$ cat src/rtl/dsm_pkg.sv
// Shared types and defaults for the delta-sigma conversion sequencer.
package dsm_pkg;

  typedef enum logic [2:0] {
    ST_IDLE,
    ST_INIT,
    ST_INTEG,
    ST_DUMP,
    ST_CAPT,
    ST_RUN
  } state_t;

  localparam logic MODE_INCR = 1'b0;
  localparam logic MODE_REG  = 1'b1;

  localparam int DEFAULT_M           = 16;
  localparam int DEFAULT_WARMUP      = 2;
  localparam int DEFAULT_OUTPUT_BITS = 16;

  function automatic logic [7:0] sat_inc8(input logic [7:0] v);
    return (v == 8'hFF) ? v : v + 8'd1;
  endfunction

endpackage

$ cat src/rtl/dsm_result_buffer.sv
// Single-entry valid/ready result holding register with sticky overrun flag.
// Optional saturating drop counter enabled by DSM_SEQ_OVERRUN_CNT_EN.
module dsm_result_buffer
  import dsm_pkg::*;
#(
  parameter int W = DEFAULT_OUTPUT_BITS
) (
  input  logic         clk,
  input  logic         reset,
  input  logic         clear,
  input  logic         capture,
  input  logic [W-1:0] data,
  output logic [W-1:0] out_data,
  input  logic         out_ready,
  output logic         out_valid,
  output logic         overrun,
  output logic [7:0]   overrun_cnt
);

  logic [W-1:0] data_reg;
  logic         valid_reg;
  logic         overrun_reg;
  logic         drop;

  // A pending result blocks the new one unless it is being accepted this cycle.
  assign drop = capture && valid_reg && !out_ready;

  always_ff @(posedge clk or posedge reset) begin
    if (reset) begin
      data_reg    <= '0;
      valid_reg   <= 1'b0;
      overrun_reg <= 1'b0;
    end else begin
      if (capture && !drop) begin
        data_reg  <= data;
        valid_reg <= 1'b1;
      end else if (valid_reg && out_ready) begin
        valid_reg <= 1'b0;
      end
      if (clear) begin
        overrun_reg <= 1'b0;
      end else if (drop) begin
        overrun_reg <= 1'b1;
      end
    end
  end

`ifdef DSM_SEQ_OVERRUN_CNT_EN
  logic [7:0] drop_cnt_reg;

  always_ff @(posedge clk or posedge reset) begin
    if (reset) begin
      drop_cnt_reg <= 8'd0;
    end else if (clear) begin
      drop_cnt_reg <= 8'd0;
    end else if (drop) begin
      drop_cnt_reg <= sat_inc8(drop_cnt_reg);
    end
  end

  assign overrun_cnt = drop_cnt_reg;
`else
  assign overrun_cnt = 8'd0;
`endif

  assign out_data  = data_reg;
  assign out_valid = valid_reg;
  assign overrun   = overrun_reg;

endmodule

$ cat src/rtl/dsm_conversion_sequencer.sv
// Sequences the CIC decimator for incremental (fixed-length) and regular (framed) modes.
// Build option DSM_SEQ_OVERRUN_CNT_EN adds the dropped-result counter.
module dsm_conversion_sequencer
  import dsm_pkg::*;
#(
  parameter int OUTPUT_BITS = DEFAULT_OUTPUT_BITS,
  parameter int OSR_W       = 8,
  parameter int M           = DEFAULT_M,
  parameter int WARMUP      = DEFAULT_WARMUP
) (
  input  logic                   clk,
  input  logic                   reset,
  input  logic                   start,
  input  logic                   stop,
  input  logic                   mode,
  input  logic                   continuous,
  input  logic [OSR_W-1:0]       osr,
  input  logic [OUTPUT_BITS-1:0] flt_z,
  output logic                   flt_global_reset,
  output logic                   flt_reset,
  output logic                   flt_type_dec,
  output logic [OUTPUT_BITS-1:0] out_data,
  output logic                   out_valid,
  input  logic                   out_ready,
  output logic                   busy,
  output logic                   overrun,
  output logic [7:0]             overrun_cnt
);

  localparam int FRAME_W = (M > 1) ? $clog2(M) : 1;
  localparam int WARM_W  = $clog2(WARMUP + 2);

  localparam logic [OSR_W-1:0]   OSR_MIN    = OSR_W'(2);
  localparam logic [OSR_W-1:0]   OSR_ONE    = OSR_W'(1);
  localparam logic [FRAME_W-1:0] FRAME_LAST = FRAME_W'(M - 1);
  localparam logic [FRAME_W-1:0] FRAME_ONE  = FRAME_W'(1);
  localparam logic [WARM_W-1:0]  WARM_DONE  = WARM_W'(WARMUP);
  localparam logic [WARM_W-1:0]  WARM_ONE   = WARM_W'(1);

  state_t             state_reg, state_next;
  logic               mode_reg;
  logic               continuous_reg;
  logic [OSR_W-1:0]   osr_reg;
  logic [OSR_W-1:0]   cnt_reg;
  logic               stop_reg;
  logic [FRAME_W-1:0] frame_reg;
  logic               cap_pend_reg;
  logic [WARM_W-1:0]  warm_reg;

  logic stop_seen;
  logic capture;
  logic start_accept;

  assign stop_seen    = stop_reg || stop;
  assign start_accept = (state_reg == ST_IDLE) && start;

  always_comb begin
    state_next = state_reg;
    capture    = 1'b0;
    case (state_reg)
      ST_IDLE:  if (start) state_next = ST_INIT;
      ST_INIT:  state_next = (mode_reg == MODE_REG) ? ST_RUN : ST_INTEG;
      ST_INTEG: if (cnt_reg == osr_reg - OSR_ONE) state_next = ST_DUMP;
      ST_DUMP:  state_next = ST_CAPT;
      ST_CAPT: begin
        capture    = 1'b1;
        state_next = (!continuous_reg || stop_seen) ? ST_IDLE : ST_INTEG;
      end
      ST_RUN: begin
        // Capture slot is the cycle after a frame boundary; warm-up frames are discarded.
        if (cap_pend_reg) begin
          capture = (warm_reg == WARM_DONE);
          if (stop_seen) state_next = ST_IDLE;
        end
      end
      default:  state_next = ST_IDLE;
    endcase
  end

  always_ff @(posedge clk or posedge reset) begin
    if (reset) begin
      state_reg      <= ST_IDLE;
      mode_reg       <= 1'b0;
      continuous_reg <= 1'b0;
      osr_reg        <= '0;
      cnt_reg        <= '0;
      stop_reg       <= 1'b0;
      frame_reg      <= '0;
      cap_pend_reg   <= 1'b0;
      warm_reg       <= '0;
    end else begin
      state_reg <= state_next;
      if (start_accept) begin
        mode_reg       <= mode;
        continuous_reg <= continuous;
        osr_reg        <= (osr < OSR_MIN) ? OSR_MIN : osr;
      end
      if (state_next == ST_IDLE) begin
        stop_reg <= 1'b0;
      end else if (stop && state_reg != ST_IDLE) begin
        stop_reg <= 1'b1;
      end
      case (state_reg)
        ST_INIT: begin
          cnt_reg      <= '0;
          frame_reg    <= '0;
          cap_pend_reg <= 1'b0;
          warm_reg     <= '0;
        end
        ST_INTEG: cnt_reg <= (state_next == ST_DUMP) ? '0 : cnt_reg + OSR_ONE;
        ST_RUN: begin
          frame_reg    <= (frame_reg == FRAME_LAST) ? '0 : frame_reg + FRAME_ONE;
          cap_pend_reg <= (frame_reg == FRAME_LAST);
          if (cap_pend_reg && warm_reg != WARM_DONE) warm_reg <= warm_reg + WARM_ONE;
        end
        default: ;
      endcase
    end
  end

  assign busy             = (state_reg != ST_IDLE);
  assign flt_global_reset = (state_reg == ST_INIT);
  assign flt_reset        = (state_reg == ST_DUMP);
  assign flt_type_dec     = mode_reg;

  dsm_result_buffer #(
    .W(OUTPUT_BITS)
  ) u_result_buffer (
    .clk        (clk),
    .reset      (reset),
    .clear      (start_accept),
    .capture    (capture),
    .data       (flt_z),
    .out_data   (out_data),
    .out_ready  (out_ready),
    .out_valid  (out_valid),
    .overrun    (overrun),
    .overrun_cnt(overrun_cnt)
  );

endmodule

$ cat config.mk
export PLATFORM = sky130hd
export DESIGN_NAME = dsm_conversion_sequencer
export DESIGN_NICKNAME = d
export VERILOG_FILES = /design/src/rtl/dsm_pkg.sv /design/src/rtl/dsm_result_buffer.sv /design/src/rtl/dsm_conversion_sequencer.sv
export SDC_FILE = /design/constraint.sdc
export NUM_CORES = 1
export LEC_CHECK = 0
export ABC_AREA = 1
export CORE_ASPECT_RATIO = 0.75
export CORE_UTILIZATION = 45
export DETAILED_ROUTE_END_ITERATION = 6
export PLACE_DENSITY = 0.75
export SYNTH_ARGS = -nofsm -noshare
export SYNTH_HDL_FRONTEND = slang
export SYNTH_SLANG_ARGS = --single-unit
$ cat constraint.sdc
create_clock -name clk -period 2 [get_ports clk]
set_clock_uncertainty 0.1 [all_clocks]
set_input_delay 0.2 -clock clk [delete_from_list [all_inputs] [get_ports clk]]
set_output_delay 0.2 -clock clk [all_outputs]
set_load 0.005 [all_outputs]
* After elaboration in Yosys (flattened, before gate mapping)
Cells that the tools add are included.
** Cells by class
- Add/subtract/negate cells :: 4
- Equality and inequality tests :: 11
- $lt $le $gt $ge :: 1
- Multiply operators :: 0
- Div/mod/pow operators :: 0
- Multiplexer cells :: 23
- Shift operators :: 0
- Bitwise gates (word level) :: 0
- Reduce and logical (&&, ||, !) cells :: 21
** Operator list (number)
- 3-bit case mux with 6 select lines :: 1
- 8-bit 2-to-1 mux :: 2
- 8-bit case mux with 2 select lines :: 1
- 3-bit 2-to-1 mux :: 5
- 2-bit nonzero test :: 5
- 3-bit by 2-bit == test with 1-bit output (second input constant) :: 3
- 8-bit by 1-bit adder with 8-bit output (second input constant) :: 1
- 8-bit == test :: 1
- 8-bit by 2-bit less-than comparator with 1-bit output (second input constant) :: 1
- 4-bit case mux with 2 select lines :: 1
- 8-bit by 1-bit subtractor with 8-bit output (second input constant) :: 1
- 1-bit logical AND :: 7
- 1-bit 2-to-1 mux :: 7
- 3-bit == test (second input constant) :: 2
- 3-bit logical NOT :: 2
- 4-bit by 1-bit adder with 4-bit output (second input constant) :: 1
- 4-bit == test (second input constant) :: 1
- 2-bit 2-to-1 mux :: 2
- 4-bit 2-to-1 mux :: 1
- 2-bit != test (second input constant) :: 2
- 1-bit case mux with 2 select lines :: 2
- 2-bit case mux with 2 select lines :: 1
- 3-bit by 1-bit == test with 1-bit output (second input constant) :: 1
- 1-bit logical NOT :: 3
- other kinds (5) :: 6
** Storage, ports and cells
- Flip-flop bits (word level) :: 47
- Memories :: 0
- Latch bits :: 0
- Logic and storage cells :: 72
- Bits in writable memories :: 0
- Input port bits :: 31
- Memory bits (read-only) :: 0
- Output and inout port bits :: 30

* Depth between registers and ports, before layout
Gate-level depths: netlist of run 1.
- Depth in word-level cells :: 8
- Mapped depth :: 13
- Depth with buffers taken out :: 13

* Modules after synthesis
Synthesis of run 1 repeated with hierarchy kept, for this count alone.
** Unflattened totals
- Cell total of the unflattened synthesis :: 313
- Area, all modules :: 2488.6 um2
** Modules (own cells, without submodules)
- dsm_conversion_sequencer :: area each 1689.1 um2, instances 1, seq. area each 725.7 um2, cells an instance 226
- dsm_result_buffer :: area each 799.5 um2, instances 1, seq. area each 450.4 um2, cells an instance 87

* Worst setup path before layout of run 1
Ideal clock, no wire load.
- Path type :: flip-flop to flip-flop
- Start point :: reg osr_reg[0]
- End point :: reg cnt_reg[3]
- Arrival time :: 1.446 ns
- Path slack :: 0.327 ns
- Clock period less this slack :: 1.673 ns
- Setup time :: 0.127 ns
- Stages on the path, launching flop included :: 12
- Data required time :: 1.773 ns
- Buffers on the path :: 0
- Cells stage by stage :: dfrtp_1 inv_1 ha_1 nand2_1 nor2_1 nand2_1 nand2_1 nand3_1 nor2_1 nand2_2 nand3_1 o21ai_0
** On the way
- Cells in the longest elaborated chain, start to end :: 7
** Ends and longest elaborated chain
- start: declaration :: line dsm_conversion_sequencer.sv:43 : logic [OSR_W-1:0] osr_reg;
- start signal: assignment :: line dsm_conversion_sequencer.sv:96 : osr_reg <= (osr < OSR_MIN) ? OSR_MIN : osr;
- 8-bit by 1-bit subtractor with 8-bit output :: line dsm_conversion_sequencer.sv:63 : ST_INTEG: if (cnt_reg == osr_reg - OSR_ONE) state_next = ST_DUMP;
- 8-bit == test :: line dsm_conversion_sequencer.sv:63
- 3-bit 2-to-1 mux :: line dsm_conversion_sequencer.sv:63
- 3-bit case mux with 6 select lines :: line dsm_conversion_sequencer.sv:60 : case (state_reg)
- 3-bit by 2-bit == test with 1-bit output :: line dsm_conversion_sequencer.sv:110 : ST_INTEG: cnt_reg <= (state_next == ST_DUMP) ? '0 : cnt_reg + OSR_ONE;
- 8-bit 2-to-1 mux :: line dsm_conversion_sequencer.sv:110
- 8-bit case mux with 2 select lines :: line dsm_conversion_sequencer.sv:103 : case (state_reg)
- end signal: assignment :: line dsm_conversion_sequencer.sv:110
- end: declaration :: line dsm_conversion_sequencer.sv:44 : logic [OSR_W-1:0] cnt_reg;
Every way passes these cells.
A chain may end at the register's enable or synchronous reset.

* Final worst setup path of run 1
- Start point :: reg state_reg[0]
- End point :: out flt_global_reset
** On the way
- Cells in the longest elaborated chain, start to end :: 1
** Ends and longest elaborated chain
- start: declaration :: line dsm_conversion_sequencer.sv:40 : state_t state_reg, state_next;
- start signal: assignment :: line dsm_conversion_sequencer.sv:92 : state_reg <= state_next;
- 3-bit by 1-bit == test with 1-bit output :: line dsm_conversion_sequencer.sv:122 : assign flt_global_reset = (state_reg == ST_INIT);
- end: declaration :: line dsm_conversion_sequencer.sv:19 : output logic flt_global_reset,
Every way passes these cells.

==> flow_summary_export.csv, run 1 <==
group,metric,value,unit
yosys,syn_avg_cell_area,7.85,sq um
routing,wl_met1,2.74,mm
sta,period_share,94.8,%
clock_tree,clock_path_buffers,2,
power_and_ir_drop,peakVddDrop,0.000596,V
global_routing,grt-ovfl-total,0,
yosys,ys_types,28,
power_and_ir_drop,power.density,1240,nW/um^2
power_and_ir_drop,p_leak,1.54,nW
global_routing,grt_max_degree,48,
sta,fin_tns_setup,0,ns
critical_path,path_max_fanout,7,
yosys,synth_xor_area_share,2.50,%
global_routing,groute.usage.overall,20.2,%
sta,hold_viol,0,
hold_path,min_path_type,"input pin to asynchronous set/reset pin",
routing,wl_per_cell,12.0,um
job,max_cap_violations,0,
sta,layout_setup_ws,0.103,ns
yosys,synth.top_cells.by_area,"dfrtp_1, nand2_1, nand3_1",
sta,fin_crit,1.90,ns
global_routing,grt_pass1_vias,1979,
critical_path,path_class,"register to primary output",
finish,nets,406,
yosys,yosysWarnings,0,
global_routing,antenna_found_initial,0,
yosys,synth_mux_area_share,0,%
yosys,ys_seq_elements,47,
routing,wl_met3,311,um
routing,wl,5.35,mm
finish,num_antenna_cells,0,
yosys,synth_edf_count,0,
status,status,"completed",
routing,drtPass1Iterations,6,
yosys,synth_top_area_share,48.0,%
finish,largest_reg_flops,16,
clock_tree,numCtsBuffers,5,
clock_tree,ctsHoldBuffers,0,
yosys,synthTopCellsByCount,"nand2_1, dfrtp_1, nand3_1, inv_1, nor2_1",
yosys,synth_most_common_cell,"nand2_1",
clock_tree,cts_tree,"done",
yosys,synth-simple-area-share,30.7,%
floorplanning,pin_count,61,
yosys,seq_area_frac_synth,48.0,%
clock_tree,insertion_delay,0.30,ns
yosys,synth_top_family_by_area,"simple AND/OR/NAND/NOR gates",
floorplanning,rows,22,
critical_path,cp_slowest_stage_delay,0.52,ns
routing,vias,2141,
placement,placedCellCount,434,
finish,utilization,62.4,%
global_routing,grt_pass1_wl,8.91,mm
yosys,synth-adder-area-share,2.04,%
floorplanning,coreArea,5060,sq um
routing,drtAntennaViolNets,0,
sta,fmax,527,MHz
critical_path,required,1.70,ns
finish,fillers,452,
sta,finalSetupViolCount,0,
floorplanning,die_x,87.2,um
critical_path,endpoint_kind,"primary output",
placement,io_buffers,52,
finish,area_growth,29.0,%
critical_path,path_cells,"nand2_4 > nor2_4 > clkdlybuf4s50_1",
routing,route.met2.wl,2.26,mm
clock_tree,htree_num_levels,2,
critical_path,worstPathArrival,1.60,ns
routing,drc,0,
critical_path,startpoint_type,"register",
routing,topRoutingLayerUsed,"met4",
yosys,synth_compound_area_share,7.20,%
yosys,netlist_instances,312,
yosys,synth_area,2450,sq um
clock_tree,root_buffer,"clkbuf_8",
floorplanning,dieArea,5750,sq um
floorplanning,start_util,48.4,%
placement,place_congestion,0.845,
finish,fin_cells,444,
yosys,async_reset_ff_share,100,%
routing,first_iter_violations,119,
sta,slew_violations,0,
yosys,dominantRegCellSynth,"dfrtp_1",
critical_path,crit_slowest_cell,"dfrtp_1",
routing,vias_per_cell,4.82,
placement,pre_cts_slack,0.0963,ns
finish,layout-drive-gt1-share,7.26,%
clock_tree,cts.clk_slew.worst_paths,0.09,ns
placement,place_hpwl,3.99,mm
yosys,post-synth-top-area-cell,"dfrtp_1",
floorplanning,die_h,65.9,um
clock_tree,cts_sinks,47,
-- kinds of logic after synthesis --
logic type                 after synthesis
and+or+nand+nor                        173
buffers and inverters                   48
xor gates and xnor gates                 7
DFF                                     47
AOI/OAI and AO/OA                       32
adders and majority gates                4
other                                    1
-- worst max-delay path: cells and delay by family, from the launching register on --
family        cells  cell delay, ns
buf+inv           1            0.51
flops             1            0.52
simple gates      2            0.27
-- what timing repair did --
item | in CTS | in global routing
endpoints found under the setup margin | 0 | 9
gates resized for setup | 0 | 5
buffers inserted | 0 | 1
-- power by group --
part / total, mW / leakage [nW] / switching (mW) / internal [mW]
clock: 0.627 / 0.0515 / 0.311 / 0.316
combinational: 1.75 / 0.877 / 0.932 / 0.822
sequential: 1.55 / 0.611 / 0.270 / 1.28
-- metrics by stage --
stage          hold WS (ns)  cell area (sq um)  power (mW)
2_1_floorplan         0.210               2480        2.55
3_3_place_gp          0.354               3040        3.24
3_5_place_dp          0.358               3040        3.28
4_1_cts               0.153               3140        3.92
5_1_grt               0.190               3160        4.27
6_report              0.140               3160        3.93
-- layer usage --
| layer | track usage [%] | vias to the layer above |
|---|---|---|
| li1 | - | 1101 |
| met1 | 28.3 | 985 |
| met5 | 0 | - |
| met2 | 31.5 | 51 |
| met4 | 4.30 | 0 |
| met3 | 5.37 | 4 |
-- cells in the final DEF, fill, tap and decap left out, types with 2 or more instances in the layout --
master           netlist  layout
nor2_1                23      21
nor3_1                 2       2
inv_2                  1       3
nand2_4                2       2
nor2_4                 3       3
ha_1                   4       3
nand3_1               45      44
inv_1                 32      30
clkdlybuf4s50_1        0      52
dfrtp_1               47      47
conb_1                 1       8
a21oi_1                4       4
xor2_1                 4       4
o21ai_0               22      22
nand2_1               95      96
xnor2_1                3       3
buf_4                  9       5
clkbuf_8               0       7
nor2_2                 0       2
-- area by class of cell --
class	count	area [sq um]	area share, %
Inverter	34	128	4.04
Tap cell	72	90.1	2.85
Timing Repair Buffer	58	578	18.3
Sequential cell	47	1180	37.2
Multi-Input combinational cell	225	1090	34.4
Clock buffer	8	100	3.17
-- worst paths after layout --
check | from | end | slack (ns) | cells past startpoint
setup / recovery | state_reg[0]$_DFF_PP0_ | flt_global_reset | 0.10 | 3
hold / removal | reset | warm_reg[1]$_DFFE_PP0P_ | 0.14 | 3
setup reg to reg | osr_reg[0]$_DFFE_PP0P_ | state_reg[0]$_DFF_PP0_ | 0.11 | 12
hold reg to reg | u_result_buffer.out_data[1]$_DFFE_PP0P_ | u_result_buffer.out_data[1]$_DFFE_PP0P_ | 0.37 | 2
max in group asynchronous | reset | osr_reg[1]$_DFFE_PP0P_ | 1.43 | 3
min in group clk | mode | flt_type_dec$_DFFE_PP0P_ | 0.34 | 3
Note: power is estimated with default switching activity, not from simulation.
==> run 2: changes to the inputs <==
--- a/config.mk
+++ b/config.mk
@@ -7,7 +7,9 @@
 export LEC_CHECK = 0
 export ABC_AREA = 1
 export CORE_ASPECT_RATIO = 0.75
+export CORE_MARGIN = 2
 export CORE_UTILIZATION = 45
+export CTS_CLUSTER_DIAMETER = 50
 export DETAILED_ROUTE_END_ITERATION = 6
 export PLACE_DENSITY = 0.75
 export SYNTH_ARGS = -nofsm -noshare
==> flow_summary_export.csv, run 2 (synthesized netlist as in run 1, its figures left out) <==
group,metric,value,unit
status,status,"completed",
global_routing,grt_pass1_vias,1908,
routing,first_iter_violations,120,
routing,vias,2144,
placement,place_hpwl,4.08,mm
critical_path,path_class,"register to primary output",
finish,final_common_cell,"nand2_1",
finish,largest_reg_flops,16,
critical_path,startpoint_type,"register",
placement,io_buffers,52,
clock_tree,ctsHoldBuffers,0,
finish,fin_cells,450,
routing,drtAntennaViolNets,0,
floorplanning,rows,23,
floorplanning,die_h,67.9,um
clock_tree,numCtsBuffers,5,
power_and_ir_drop,p_leak,1.56,nW
routing,drtPass1Iterations,4,
critical_path,reg2reg_slack,0.16,ns
sta,fin_tns_setup,0,ns
critical_path,required,1.70,ns
global_routing,met1_usage,26.8,%
routing,wl_per_cell,12.0,um
sta,slew_violations,0,
global_routing,grt-busiest-layer,"met2",
placement,place_congestion,0.837,
clock_tree,clock_path_buffers,2,
sta,fin_crit,1.89,ns
floorplanning,pin_count,61,
sta,hold_viol,0,
hold_path,min_path_type,"input pin to asynchronous set/reset pin",
sta,fmax,530,MHz
routing,wl,5.42,mm
critical_path,endpoint_kind,"primary output",
global_routing,antenna_found_initial,0,
clock_tree,root_buffer,"clkbuf_8",
global_routing,use_met3,4.46,%
floorplanning,dieArea,6060,sq um
floorplanning,die_x,89.2,um
critical_path,worstPathArrival,1.59,ns
clock_tree,insertion_delay,0.30,ns
sta,finalSetupViolCount,0,
global_routing,grt_pass1_wl,8.58,mm
power_and_ir_drop,power.density,1230,nW/um^2
global_routing,grt-ovfl-total,0,
global_routing,groute.usage.overall,18.3,%
job,max_cap_violations,0,
finish,area_growth,30.1,%
finish,nets,409,
floorplanning,start_util,46.3,%
clock_tree,cts_sinks,47,
global_routing,grt_max_degree,21,
clock_tree,cts_tree,"done",
finish,layout-drive-gt1-share,8.00,%
critical_path,path_max_fanout,7,
power_and_ir_drop,peakVddDrop,0.000655,V
sta,grt_setup_unrepaired,"false",
sta,period_share,94.4,%
floorplanning,coreArea,5300,sq um
finish,num_antenna_cells,0,
global_routing,grt_util_met2,27.1,%
routing,drc,0,
placement,placedCellCount,439,
clock_tree,htree_num_levels,2,
clock_tree,cts.clk_slew.worst_paths,0.09,ns
routing,vias_per_cell,4.76,
finish,mostFrequentLayoutCells,"nand2_1, clkdlybuf4s50_1, dfrtp_1",
==> run 2: cell count changes in the layout (fill, tap and decap cells not counted), sizes merged <==
cell    delta
buf        +3
clkbuf     -1
clkinv     +1
==> run 2: metal layers <==
layer	vias to the layer above	wire, um
met2	44	2400
li1	1105	-
met1	993	2720
met3	2	264
met5	-	0
met4	0	33
==> run 2: area by class of cell <==
class	instances	area, sq um
Multi-Input combinational cell	225	1090
Fill cell	474	2110
Tap cell	75	93.8
Clock buffer	7	86.3
Timing Repair Buffer	61	601
Inverter	34	128
Clock inverter	1	8.76
Sequential cell	47	1180
==> run 2: what timing repair did <==
item | 4_1_cts | 5_1_grt
setup buffers | 0 | 2
endpoints found under the setup margin | 0 | 10
gates resized for setup | 0 | 7
==> run 2: path summary, 6_finish.rpt <==
path | startpoint | endpoint | cells after the start
min | reset | u_result_buffer.out_data[11]$_DFFE_PP0P_ | 2
max | state_reg[0]$_DFF_PP0_ | flt_global_reset | 3
max in group asynchronous | reset | u_result_buffer.out_data[5]$_DFFE_PP0P_ | 3
max reg2reg | osr_reg[0]$_DFFE_PP0P_ | cnt_reg[3]$_DFFE_PP0P_ | 12
min in group clk | mode | flt_type_dec$_DFFE_PP0P_ | 3
min reg2reg | u_result_buffer.out_data[5]$_DFFE_PP0P_ | u_result_buffer.out_data[5]$_DFFE_PP0P_ | 2
==> run 2: power breakdown <==
part           leakage, nW  switching, mW  internal [mW]
logic                0.901          0.943          0.840
registers            0.611          0.268           1.28
clock network       0.0484          0.324          0.284
total                 1.56           1.53           2.40
==> run 2: metrics by stage <==
step           power [mW]  area [sq um]  setup slack, ns  hold WS [ns]  utilization, %
2_1_floorplan        2.55          2480            0.327         0.210               -
3_3_place_gp         3.25          3050            0.198         0.355            57.7
3_5_place_dp         3.27          3050           0.0802         0.358            57.7
6_report             3.93          3190            0.112         0.115            60.2
5_1_grt              4.27          3190           0.0278         0.148            60.2
4_1_cts              3.89          3150           0.0583         0.131            59.5
==> run 2: worst max-delay path, stage by stage (launching register included) <==
cell and delay, ns:
dfrtp_1 0.51, nand2_4 0.13, nor2_4 0.13, clkdlybuf4s50_1 0.51
==> run 3: changes to the inputs <==
--- a/config.mk
+++ b/config.mk
@@ -11,7 +11,7 @@
 export CORE_UTILIZATION = 45
 export CTS_CLUSTER_DIAMETER = 50
 export DETAILED_ROUTE_END_ITERATION = 6
-export PLACE_DENSITY = 0.75
+export PLACE_DENSITY = 0.71
 export SYNTH_ARGS = -nofsm -noshare
 export SYNTH_HDL_FRONTEND = slang
 export SYNTH_SLANG_ARGS = --single-unit
==> flow_summary_export.csv, run 3 (synthesized netlist as in run 1, its figures left out) <==
group,metric,value,unit
finish,mostFrequentLayoutCells,"nand2_1, clkdlybuf4s50_1, dfrtp_1",
sta,fin_crit,1.88,ns
placement,place_hpwl,4.09,mm
finish,fin_cells,448,
critical_path,reg2reg_from,"osr_reg[1]$_DFFE_PP0P_",
routing,vias_per_cell,4.73,
global_routing,grt-ovfl-total,0,
routing,vias,2119,
power_and_ir_drop,p_leak,1.55,nW
placement,postPlaceCellArea,3030,sq um
hold_path,min_path_type,"input pin to asynchronous set/reset pin",
global_routing,grt_pass1_wl,8.51,mm
finish,num_antenna_cells,0,
global_routing,grt_pass1_vias,1850,
finish,layout-drive-gt1-share,7.51,%
clock_tree,cts_sinks,47,
critical_path,crit_slowest_cell,"dfrtp_1",
critical_path,r2r_end,"cnt_reg[4]$_DFFE_PP0P_",
clock_tree,insertion_delay,0.30,ns
critical_path,path_cells,"nand2_4 > nor2_4 > clkdlybuf4s50_1",
sta,fmax,532,MHz
clock_tree,cts_tree,"done",
finish,area_growth,29.6,%
floorplanning,coreArea,5300,sq um
finish,fillers,492,
clock_tree,root_buffer,"clkbuf_8",
finish,utilization,59.9,%
clock_tree,clock_path_buffers,2,
routing,drc,0,
sta,finalSetupViolCount,0,
sta,slew_violations,0,
global_routing,antenna_found_initial,0,
floorplanning,die_h,67.9,um
power_and_ir_drop,peakVddDrop,0.000592,V
clock_tree,cts.clk_slew.worst_paths,0.09,ns
floorplanning,dieArea,6060,sq um
sta,hold_viol,0,
clock_tree,htree_num_levels,2,
critical_path,startpoint_type,"register",
placement,placedCellCount,438,
critical_path,reg2reg_slack,0.14,ns
critical_path,path_class,"register to primary output",
sta,fin_tns_setup,0,ns
floorplanning,pin_count,61,
sta,grt_setup_unrepaired,"false",
floorplanning,start_util,46.3,%
floorplanning,rows,23,
job,max_cap_violations,0,
critical_path,endpoint_kind,"primary output",
routing,wl_per_cell,12.1,um
critical_path,path_max_fanout,7,
global_routing,groute.usage.overall,18.0,%
sta,period_share,93.9,%
finish,nets,407,
finish,design_area,3170,sq um
status,status,"completed",
critical_path,required,1.70,ns
clock_tree,numCtsBuffers,5,
placement,io_buffers,52,
critical_path,r2r_cells,12,
critical_path,worstPathArrival,1.58,ns
routing,drtAntennaViolNets,0,
power_and_ir_drop,power.density,1270,nW/um^2
routing,drtPass1Iterations,4,
finish,final_common_cell,"nand2_1",
critical_path,cp_slowest_stage_delay,0.51,ns
placement,place_congestion,0.868,
global_routing,grt_max_degree,27,
routing,wl,5.40,mm
routing,first_iter_violations,99,
finish,largest_reg_flops,16,
floorplanning,die_x,89.2,um
run 3: per-layer routing:
metal,up-vias,share of wire [%],track usage [%]
li1,1101,-,-
met1,965,52,27.7
met2,48,43,26.0
met3,5,4.3,3.98
met4,0,0.63,3.36
met5,-,0,0
run 3: how the worst max path moves through the flow:
| stage | slack, ns | from | depth (start not counted) | to |
|---|---|---|---|---|
| final | 0.12 | state_reg[0]$_DFF_PP0_ | 3 | flt_global_reset |
| after detailed placement | 0.08 | osr_reg[0]$_DFFE_PP0P_ | 11 | cnt_reg[0]$_DFFE_PP0P_ |
| after global placement | 0.19 | osr_reg[0]$_DFFE_PP0P_ | 11 | cnt_reg[0]$_DFFE_PP0P_ |
| after CTS | 0.05 | osr_reg[0]$_DFFE_PP0P_ | 11 | cnt_reg[2]$_DFFE_PP0P_ |
| after global routing | 0.02 | osr_reg[1]$_DFFE_PP0P_ | 12 | cnt_reg[2]$_DFFE_PP0P_ |
| after floorplan | 0.33 | osr_reg[0]$_DFFE_PP0P_ | 11 | cnt_reg[3]$_DFFE_PP0P_ |
run 3: power by group:
part / switching (mW) / internal, mW
Combinational: 0.926 / 0.830
Clock: 0.329 / 0.411
Sequential: 0.266 / 1.28
run 3: critical path, delay by kind of cell, from the launching register on:
kind | cells | cell delay [ns]
buf+inv | 1 | 0.51
flops | 1 | 0.51
simple gates | 2 | 0.26
run 3: metrics by stage:
step	hold slack, ns	total power [mW]	worst slack [ns]
3_5_place_dp	0.358	3.27	0.0827
5_1_grt	0.188	4.35	0.0223
2_1_floorplan	0.210	2.55	0.327
6_report	0.149	4.04	0.121
3_3_place_gp	0.353	3.24	0.191
4_1_cts	0.159	4.02	0.0499
run 3: repair_timing:
item,4_1_cts,5_1_grt
setup endpoints to repair,0,9
gates resized for setup,0,4
hold buffers,0,0
setup buffers,0,1
run 3: area by class of cell:
class                           count  area (sq um)  share of cell area, %
Clock buffer                        6          82.6                   2.60
Sequential cell                    47          1180                   37.1
Timing Repair Buffer               59           573                   18.1
Clock inverter                      2          38.8                   1.22
Tap cell                           75          93.8                   2.96
Multi-Input combinational cell    225          1080                   34.1
Inverter                           34           128                   4.02
